**config.mk**
```make
export PLATFORM = sky130hd
export DESIGN_NAME = ram_dump_ctrl_flat
export DESIGN_NICKNAME = d
export VERILOG_FILES = /design/src/rtl/ram_dump_ctrl_if.sv /design/src/rtl/ram_dump_ctrl.sv /design/src/flat_wrapper.sv
export SDC_FILE = /design/constraint.sdc
export NUM_CORES = 1
export LEC_CHECK = 0
export CORE_UTILIZATION = 47
export CTS_CLUSTER_SIZE = 8
export DETAILED_ROUTE_END_ITERATION = 8
export GPL_TIMING_DRIVEN = 0
export PLACE_DENSITY_LB_ADDON = 0.05
export SLEW_MARGIN = 20
export SYNTH_ARGS = -nofsm -noshare
export SYNTH_HDL_FRONTEND = slang
export SYNTH_SLANG_ARGS = --single-unit
```
**constraint.sdc**
```tcl
create_clock -name CLK -period 4.65 [get_ports CLK]
set_input_delay 0.93 -clock CLK [delete_from_list [all_inputs] [get_ports CLK]]
set_output_delay 0.93 -clock CLK [all_outputs]
set_load 0.02 [all_outputs]
```
**src/rtl/ram_dump_ctrl_if.sv**
```systemverilog
// rtl/ram_dump_ctrl_if.sv - memory bus and dump stream signals for ram_dump_ctrl
interface ram_dump_ctrl_if;
  logic        override_ctrl;
  logic        dren;
  logic        dwen;
  logic [31:0] daddr;
  logic [31:0] dstore;
  logic        dwait;
  logic [31:0] dload;
  logic        iren;
  logic [31:0] iaddr;
  logic        iwait;
  logic [31:0] iload;
  logic        dump_valid;
  logic        dump_ready;
  logic [31:0] dump_addr;
  logic [31:0] dump_data;

  modport master (
    output override_ctrl, dren, dwen, daddr, dstore, iren, iaddr,
    output dump_valid, dump_addr, dump_data,
    input  dwait, dload, iwait, iload, dump_ready
  );

  modport slave (
    input  override_ctrl, dren, dwen, daddr, dstore, iren, iaddr,
    input  dump_valid, dump_addr, dump_data,
    output dwait, dload, iwait, iload, dump_ready
  );
endinterface

```
**src/rtl/ram_dump_ctrl.sv**
```systemverilog
// rtl/ram_dump_ctrl.sv - reads DUMP_WORDS words from BASE_ADDR and streams (addr, data) pairs out
// Optional RAM_DUMP_SKIP_ZERO_EN: words read as zero are dropped instead of streamed.
module ram_dump_ctrl #(
  parameter logic [31:0] BASE_ADDR  = 32'h0000_0000,
  parameter int unsigned DUMP_WORDS = 1024
) (
  input  logic CLK,
  input  logic nRST,
  input  logic start,
  output logic busy,
  output logic done,
  ram_dump_ctrl_if.master bus
);

  typedef enum logic [1:0] {IDLE, READ, OUT, DONE} state_t;

  localparam logic [31:0] LAST_IDX = 32'(DUMP_WORDS) - 32'd1;

  state_t      state_q, state_d;
  logic [31:0] addr_q, addr_d;
  logic [31:0] cnt_q, cnt_d;
  logic [31:0] data_q, data_d;
  logic        advance;

  logic unused_imem;
  assign unused_imem = ^{bus.iwait, bus.iload};

  always_ff @(posedge CLK) begin
    if (!nRST) begin
      state_q <= IDLE;
      addr_q  <= BASE_ADDR;
      cnt_q   <= 32'd0;
      data_q  <= 32'd0;
    end else begin
      state_q <= state_d;
      addr_q  <= addr_d;
      cnt_q   <= cnt_d;
      data_q  <= data_d;
    end
  end

  always_comb begin
    state_d = state_q;
    addr_d  = addr_q;
    cnt_d   = cnt_q;
    data_d  = data_q;
    advance = 1'b0;

    bus.override_ctrl = 1'b0;
    bus.dren          = 1'b0;
    bus.dwen          = 1'b0;
    bus.daddr         = 32'd0;
    bus.dstore        = 32'd0;
    bus.iren          = 1'b0;
    bus.iaddr         = 32'd0;
    bus.dump_valid    = 1'b0;
    bus.dump_addr     = 32'd0;
    bus.dump_data     = 32'd0;
    busy              = 1'b0;
    done              = 1'b0;

    case (state_q)
      IDLE: begin
        if (start) begin
          addr_d  = BASE_ADDR;
          cnt_d   = 32'd0;
          state_d = (DUMP_WORDS == 0) ? DONE : READ;
        end
      end
      READ: begin
        bus.override_ctrl = 1'b1;
        busy              = 1'b1;
        bus.dren          = 1'b1;
        bus.daddr         = addr_q;
        if (!bus.dwait) begin
          data_d  = bus.dload;
          state_d = OUT;
`ifdef RAM_DUMP_SKIP_ZERO_EN
          if (bus.dload == 32'd0) advance = 1'b1;
`endif
        end
      end
      OUT: begin
        bus.override_ctrl = 1'b1;
        busy              = 1'b1;
        bus.dump_valid    = 1'b1;
        bus.dump_addr     = addr_q;
        bus.dump_data     = data_q;
        if (bus.dump_ready) advance = 1'b1;
      end
      DONE: begin
        bus.override_ctrl = 1'b1;
        busy              = 1'b1;
        done              = 1'b1;
        state_d           = IDLE;
      end
      default: state_d = IDLE;
    endcase

    // Shared by an accepted OUT word and, when enabled, a skipped zero word in READ.
    if (advance) begin
      addr_d  = addr_q + 32'd4;
      cnt_d   = cnt_q + 32'd1;
      state_d = (cnt_q == LAST_IDX) ? DONE : READ;
    end
  end

endmodule

```
**src/flat_wrapper.sv**
```systemverilog
// flat-port wrapper written by rule: the top's interface ports become plain ports
module ram_dump_ctrl_flat 
#(
  parameter logic [31:0] BASE_ADDR  = 32'h0000_0000,
  parameter int unsigned DUMP_WORDS = 1024
)
  (CLK, nRST, start, busy, done, bus_override_ctrl, bus_dren, bus_dwen, bus_daddr, bus_dstore, bus_iren, bus_iaddr, bus_dump_valid, bus_dump_addr, bus_dump_data, bus_dwait, bus_dload, bus_iwait, bus_iload, bus_dump_ready);
  ram_dump_ctrl_if bus_i ();
  input  logic CLK;
  input  logic nRST;
  input  logic start;
  output logic busy;
  output logic done;
  output wire logic [$bits(bus_i.override_ctrl)-1:0] bus_override_ctrl;
  output wire logic [$bits(bus_i.dren)-1:0] bus_dren;
  output wire logic [$bits(bus_i.dwen)-1:0] bus_dwen;
  output wire logic [$bits(bus_i.daddr)-1:0] bus_daddr;
  output wire logic [$bits(bus_i.dstore)-1:0] bus_dstore;
  output wire logic [$bits(bus_i.iren)-1:0] bus_iren;
  output wire logic [$bits(bus_i.iaddr)-1:0] bus_iaddr;
  output wire logic [$bits(bus_i.dump_valid)-1:0] bus_dump_valid;
  output wire logic [$bits(bus_i.dump_addr)-1:0] bus_dump_addr;
  output wire logic [$bits(bus_i.dump_data)-1:0] bus_dump_data;
  input wire logic [$bits(bus_i.dwait)-1:0] bus_dwait;
  input wire logic [$bits(bus_i.dload)-1:0] bus_dload;
  input wire logic [$bits(bus_i.iwait)-1:0] bus_iwait;
  input wire logic [$bits(bus_i.iload)-1:0] bus_iload;
  input wire logic [$bits(bus_i.dump_ready)-1:0] bus_dump_ready;
  assign bus_override_ctrl = bus_i.override_ctrl;
  assign bus_dren = bus_i.dren;
  assign bus_dwen = bus_i.dwen;
  assign bus_daddr = bus_i.daddr;
  assign bus_dstore = bus_i.dstore;
  assign bus_iren = bus_i.iren;
  assign bus_iaddr = bus_i.iaddr;
  assign bus_dump_valid = bus_i.dump_valid;
  assign bus_dump_addr = bus_i.dump_addr;
  assign bus_dump_data = bus_i.dump_data;
  assign bus_i.dwait = bus_dwait;
  assign bus_i.dload = bus_dload;
  assign bus_i.iwait = bus_iwait;
  assign bus_i.iload = bus_iload;
  assign bus_i.dump_ready = bus_dump_ready;
  ram_dump_ctrl #(.BASE_ADDR(BASE_ADDR), .DUMP_WORDS(DUMP_WORDS)) u_core (.CLK(CLK), .nRST(nRST), .start(start), .busy(busy), .done(done), .bus(bus_i));
endmodule
```
After elaboration in Yosys (flattened, before gate mapping):

Cells that the tools add are included.

* add/sub/neg operators: 2
* equal/unequal tests: 6
* muxes and demuxes: 18
* bitwise gates (word level): 1
* reductions and logical operators: 8

Operators by type and width (count)
* 2-to-1 mux 32 bit: 7
* adder 32 x 1 -> 32 bit, second input constant: 1
* adder 32 x 3 -> 32 bit, second input constant: 1
* equality test 32 x 10 -> 1 bit, second input constant: 1
* 2-to-1 mux 2 bit: 4
* 2-to-1 mux 1 bit: 6
* != test 3 x 2 -> 1 bit, second input constant: 2
* one-hot mux 2 bit (3 select lines): 1
* equality test 2 bit, second input constant: 2
* AND reduction 2 bit: 2
* nonzero test 2 bit: 2
* nonzero test 4 bit: 1
* AND reduction 3 bit: 1
* OR reduction 3 bit: 1
* equality test 2 x 1 -> 1 bit, second input constant: 1
* logical NOT 2 bit: 1
* inverter 1 bit: 1

* register bits: 98
* word-level logic and storage cells: 39

Longest topological paths before layout:

Gate-level depths: netlist of run 1.

* depth in word-level cells: 4
* gate-level depth with buffers: 7
* mapped depth without buffers: 5

Least setup slack after synthesis of run 1:

OpenSTA, ideal clock, no wires.

* path type: reg2out
* start point: register u_core.state_q[1]
* end point: output bus_dump_data[22]
* arrival time: 1450 ps
* data required time: 3720 ps
* slack: 2270 ps
* stages on the path, launching flop included: 5
* buffers on the path: 2
* cell sequence: dfxtp_1 -> nor2b_1 -> clkbuf_1 -> clkbuf_1 -> and2_1

* word-level cells in the longest chain between the ends: 2

Ends and longest elaborated chain
* start: declaration: line ram_dump_ctrl.sv:19 `state_t state_q, state_d;`
* start signal: assignment: line ram_dump_ctrl.sv:35 `state_q <= state_d;`
* equality test 2 bit: line ram_dump_ctrl.sv:62 `case (state_q)`
* 2-to-1 mux 32 bit: line ram_dump_ctrl.sv:62
* end: declaration: line flat_wrapper.sv:23 `output wire logic [$bits(bus_i.dump_data)-1:0] bus_dump_data;`

Every way passes these cells.

Worst setup path after layout of run 1:

* start point: register u_core.state_q[1]
* end point: output bus_dump_data[0]

Same word-level chain as after synthesis.

==> out/qor.csv, run 1 <==
metric,value,unit
Die W,113.4,µm
Max Cap Viol,0,
CP Class,register to primary output,
Clock transition at path regs,70,ps
met1 WL,6.207,mm
maximum VDD drop,0.0001458,V
total power,0.001856,W
leading area contributor after synthesis,dfxtp_1,
DRT Pass-1 Iters,5,
synth top area cells,"dfxtp_1 33%, and2_1 11%, buf_4 9.1%, nand2_1 6.9%, a21boi_0 6.2%",
RR Startpoint,u_core.state_q[0],
max layer used,met4,
CP required,3720,ps
grt total ovfl,0,
top post-synthesis cells by count,"107 x nand2_1, 99 x and2_1, 96 x dfxtp_1, 71 x buf_4, 48 x a21boi_0",
most common cell in the netlist,nand2_1,
CTS Root Cell,clkbuf_16,
Layout area overhead,35.84,%
Layout Utilization,0.6574,
Final Slew Violations,0,
DIE AREA,12870,µm²
"Seq/Total Area, Yosys",0.3293,
post-CTS resize count,0,
hpwl dp,10.87,mm
Avg WL per Cell,13.15,µm
WP data arrival,2740,ps
final worst-path cycle share,0.7901,
Die Y,113.4,µm
Crit. Startpoint,u_core.state_q[1],
post-route setup TNS,0,ps
hold buffer count at cts,0,
number of synthesized flops with an enable pin,0,
run status,"finished, final reports clean",
Unique masters post-synth,44,
final hold vios,0,
Leak,3.017,nW
Post-Syn Area,5837,µm²
routed via count divided by cell count,4.953,
Placement Rows,40,
Initial Util,0.4839,
Synth Register Bits,96,
min-delay src,u_core.data_q[11],
first-pass GRT wire length,23.71,mm
asr flop ratio synth,0,
Most used DFF post-synth,dfxtp_1,
vias in the first global route,4964,
synth warn,0,
post-CTS setup buffer count,0,
Overall Global Routing Usage,0.2269,
# DRC,0,
Vias,5538,
Placer Congestion,0.8180,
n_diodes,0,
cts bufs inserted,9,
CTS tree,built,
Clock Sinks,96,
WL met2,7.045,mm
worst-path maximum fanout,10,
CP endpoint kind,primary output,
final antenna-violating net count,0,
met3 WL post-DR,1.168,mm
Mapped Cells,733,
RSZ-0062 raised after global routing,no,
nets,1017,
final setup fails,0,
area of the core,12060,µm²
share of layout cells above drive strength 1,0.1032,
CTS Buffer Depth,2,
largest net degree at the start of global routing,15,
Fmax,0.2722,GHz
initial antenna violation count,0,
I/O Pins,237,
relative slew slack,0.3085,
Synth top area share,0.3293,
CP startpoint kind,register,
Hold WC Path Type,register to register,
Mean Syn Cell Area,7.963,µm²
fill count,1005,
fin crit period,3674,ps
htree depth,3,
First DRT Iteration DRCs,362,
Worst Clk Skew,9.052,ps
PD cells,234.1,nW/µm²
port bufs,132,
Slew @ Worst Pin,1028,ps
Worst-Skew Late Latency,340,ps
final WL,14.70,mm
==> report_power, final <==
part | internal (W) | switching [W] | total [W]
Combinational | 0.000107 | 0.000150 | 0.000257
Clock | 0.000447 | 0.000309 | 0.000756
Sequential | 0.000835 | 0.00000835 | 0.000844
==> cell type report <==
| cell class | count | area [µm²] | share of cell area |
|---|---|---|---|
| clock buffers | 14 | 264.0 | 0.03330 |
| inverters | 9 | 33.78 | 0.004261 |
| repair buffers | 132 | 1321 | 0.1666 |
| well taps | 168 | 210.2 | 0.02651 |
| flip-flops and latches | 96 | 1922 | 0.2424 |
| multi-input cells | 572 | 3371 | 0.4251 |
| plain buffers | 125 | 769.5 | 0.09705 |
| clock inverters | 2 | 37.54 | 0.004734 |
==> final timing paths <==
path	endpoint	slack, ps	cells after the start
worst max-delay path	bus_dump_data[0]	980	5
worst min-delay path	u_core.data_q[11]	460	2
worst max register to register	u_core.data_q[7]	2290	6
worst min register to register	u_core.data_q[11]	460	2
==> registers in the layout, summed over array words and instances, names as in the netlist <==
| name | count |
|---|---|
| u_core.addr_q | 30 |
| u_core.state_q | 2 |
| u_core.cnt_q | 32 |
| u_core.data_q | 32 |
==> cells by family (layout without fill, tap and decap cells) <==
family / count (synthesis) / count (layout) / synth area share
muxes: 26 / 26 / 0.04459
other: 1 / 70 / 0.0006425
DFF: 96 / 96 / 0.3293
AOI/OAI and AO/OA: 105 / 105 / 0.1303
adders and majority gates: 2 / 2 / 0.004287
buffers and inverters: 134 / 282 / 0.1376
and+or+nand+nor: 369 / 369 / 0.3533
==> worst max-delay path, stage by stage (launching register included) <==
cell and delay, ps:
dfxtp_1 480, nor2b_1 170, clkbuf_1 530, clkbuf_1 400
and2_1 190, clkdlybuf4s50_1 640
==> cells in the final DEF (no fill, tap or decap), drive strengths merged, types with 22 or more instances in the layout <==
cell / count
conb: 70
clkdlybuf4s50: 132
nand3: 30
nand2: 107
clkbuf: 61
a21boi: 57
buf: 78
nand2b: 22
and2: 99
mux2i: 26
dfxtp: 96
==> routing by layer <==
metal  global-route usage  vias up
met3              0.04995       27
met4              0.08333        0
met5                    0        -
met1               0.2748     2490
met2               0.3947      218
li1                     -     2803
==> per-stage QoR <==
step	hold slack [ps]	cells	area [µm²]	setup WS [ps]
floorplan	438.8	802	6096	2270
global placement	446.0	1102	7627	1325
detailed placement	454.5	1102	7627	1322
CTS	465.1	1118	7929	923.4
global route	482.2	1118	7929	766.6
finish	460.1	1118	7929	976.1
Note: power is estimated with default switching activity, not from simulation.
==> run 2, diff against run 1 <==
--- a/config.mk
+++ b/config.mk
@@ -5,7 +5,7 @@
 export SDC_FILE = /design/constraint.sdc
 export NUM_CORES = 1
 export LEC_CHECK = 0
-export CORE_UTILIZATION = 47
+export CORE_UTILIZATION = 44
 export CTS_CLUSTER_SIZE = 8
 export DETAILED_ROUTE_END_ITERATION = 8
 export GPL_TIMING_DRIVEN = 0
==> constraint.sdc (replaced) <==
create_clock -name CLK -period 3.5 [get_ports CLK]
set_input_delay 0.7 -clock CLK [delete_from_list [all_inputs] [get_ports CLK]]
set_output_delay 0.7 -clock CLK [all_outputs]
set_load 0.02 [all_outputs]
==> run 2 against run 1 <==
  * Register-to-register slack got worse by 1000 ps
  * Power increased by 28%
  * Global-route usage decreased by 0.54 points
  * Critical path depth unchanged
  * Largest power group unchanged
==> out/qor.csv, run 2 (synthesis gave the netlist of run 1 again) <==
metric,value,unit
run status,"finished, final reports clean",
CP required,2800,ps
CTS Root Cell,clkbuf_16,
CTS tree,built,
vias in the first global route,5063,
first-pass GRT wire length,24.08,mm
Finished Layout Cells,1121,
hold buffer count at cts,0,
port bufs,132,
final worst-path cycle share,0.9312,
Die Y,117.2,µm
initial antenna violation count,0,
DRT Pass-1 Iters,5,
post-route setup TNS,0,ps
register area,1922,µm²
htree depth,3,
maximum VDD drop,0.0002023,V
Layout Utilization,0.6193,
Hold WC Path Type,register to register,
post-CTS setup buffer count,0,
Leak,3.012,nW
placed cell count,1106,
fill count,1168,
largest net degree at the start of global routing,15,
fin crit period,3259,ps
relative slew slack,0.3424,
PD cells,300.6,nW/µm²
Max Cap Viol,0,
worst-path maximum fanout,10,
CP endpoint kind,primary output,
Clock Sinks,96,
Fmax,0.3068,GHz
Worst-Skew Late Latency,340,ps
"commonest non-fill, non-tap cell in the layout",clkdlybuf4s50_1,
Placement Rows,41,
CP startpoint kind,register,
most frequent cells in the layout,"132 x clkdlybuf4s50_1, 107 x nand2_1, 99 x and2_1",
n_diodes,0,
grt total ovfl,0,
Overall Global Routing Usage,0.2215,
final setup fails,0,
final WL,14.79,mm
area of the core,12770,µm²
RSZ-0062 raised after global routing,no,
Clock transition at path regs,60,ps
Layout area overhead,35.52,%
Vias,5556,
post-route worst setup slack,241.0,ps
final antenna-violating net count,0,
Worst Clk Skew,5.294,ps
Slew @ Worst Pin,977.3,ps
cts bufs inserted,9,
share of layout cells above drive strength 1,0.1064,
Placer Congestion,0.8398,
Place WS,290.6,ps
Top Registers,"u_core.cnt_q: 32 flops, u_core.data_q: 32 flops, u_core.addr_q: 30 flops",
Final Slew Violations,0,
Initial Util,0.4569,
routed via count divided by cell count,4.956,
CP Class,register to primary output,
final hold vios,0,
Avg WL per Cell,13.20,µm
WP data arrival,2560,ps
# DRC,0,
Die W,117.2,µm
First DRT Iteration DRCs,286,
DIE AREA,13730,µm²
hpwl dp,11.00,mm
nets,1017,
Multi-input gate area,3373,µm²
I/O Pins,237,
CTS Buffer Depth,2,
-- run 2: stage by stage --
stage | instance area (µm²) | hold slack (ps) | power, W
floorplan | 6096 | 438.8 | 0.001381
global placement | 7632 | 445.8 | 0.001477
detailed placement | 7632 | 452.8 | 0.001483
CTS | 7908 | 461.7 | 0.002403
global route | 7910 | 486.0 | 0.002483
finish | 7910 | 457.4 | 0.002378
-- run 2: worst paths after layout --
path	start	endpoint	slack (ps)	cells past startpoint
setup / recovery	u_core.state_q[1]	bus_dump_data[0]	240	5
hold / removal	u_core.data_q[11]	u_core.data_q[11]	460	2
hold reg to reg	u_core.data_q[11]	u_core.data_q[11]	460	2
setup reg to reg	u_core.addr_q[2]	u_core.addr_q[18]	1260	7
-- run 2: layout make-up --
| cell class | count | area share |
|---|---|---|
| Multi-Input combinational cell | 572 | 0.4264 |
| Sequential cell | 96 | 0.2430 |
| Timing Repair Buffer | 132 | 0.1670 |
| Buffer | 125 | 0.09744 |
| Clock buffer | 12 | 0.03243 |
| Tap cell | 172 | 0.02721 |
| Inverter | 9 | 0.004271 |
| Clock inverter | 3 | 0.002214 |
-- run 2: where the power goes --
part | switching (W) | internal [W]
sequential | 0.0000113 | 0.00111
clock | 0.000403 | 0.000514
combinational | 0.000197 | 0.000142
total | 0.000611 | 0.00177
-- run 2: what timing repair did --
| action | CTS | global route |
|---|---|---|
| setup endpoints to repair | 10 | 3 |
| resized for setup | 1 | 1 |
| endpoints found under the hold margin | 0 | 0 |
-- run 2: metal layers --
metal  track usage  wire, µm  vias to the layer above
met5             0         0                        -
met4       0.07932       179                        0
met3       0.04480      1109                       14
met2        0.3737      6977                      204
met1        0.2799      6526                     2526
li1              -         -                     2812
-- run 2: worst max-delay path, stage by stage (launching register included) --
cell and delay [ps]:
dfxtp_1 500, nor2b_1 170, clkbuf_2 300, clkbuf_1 420
and2_1 200, clkdlybuf4s50_1 630
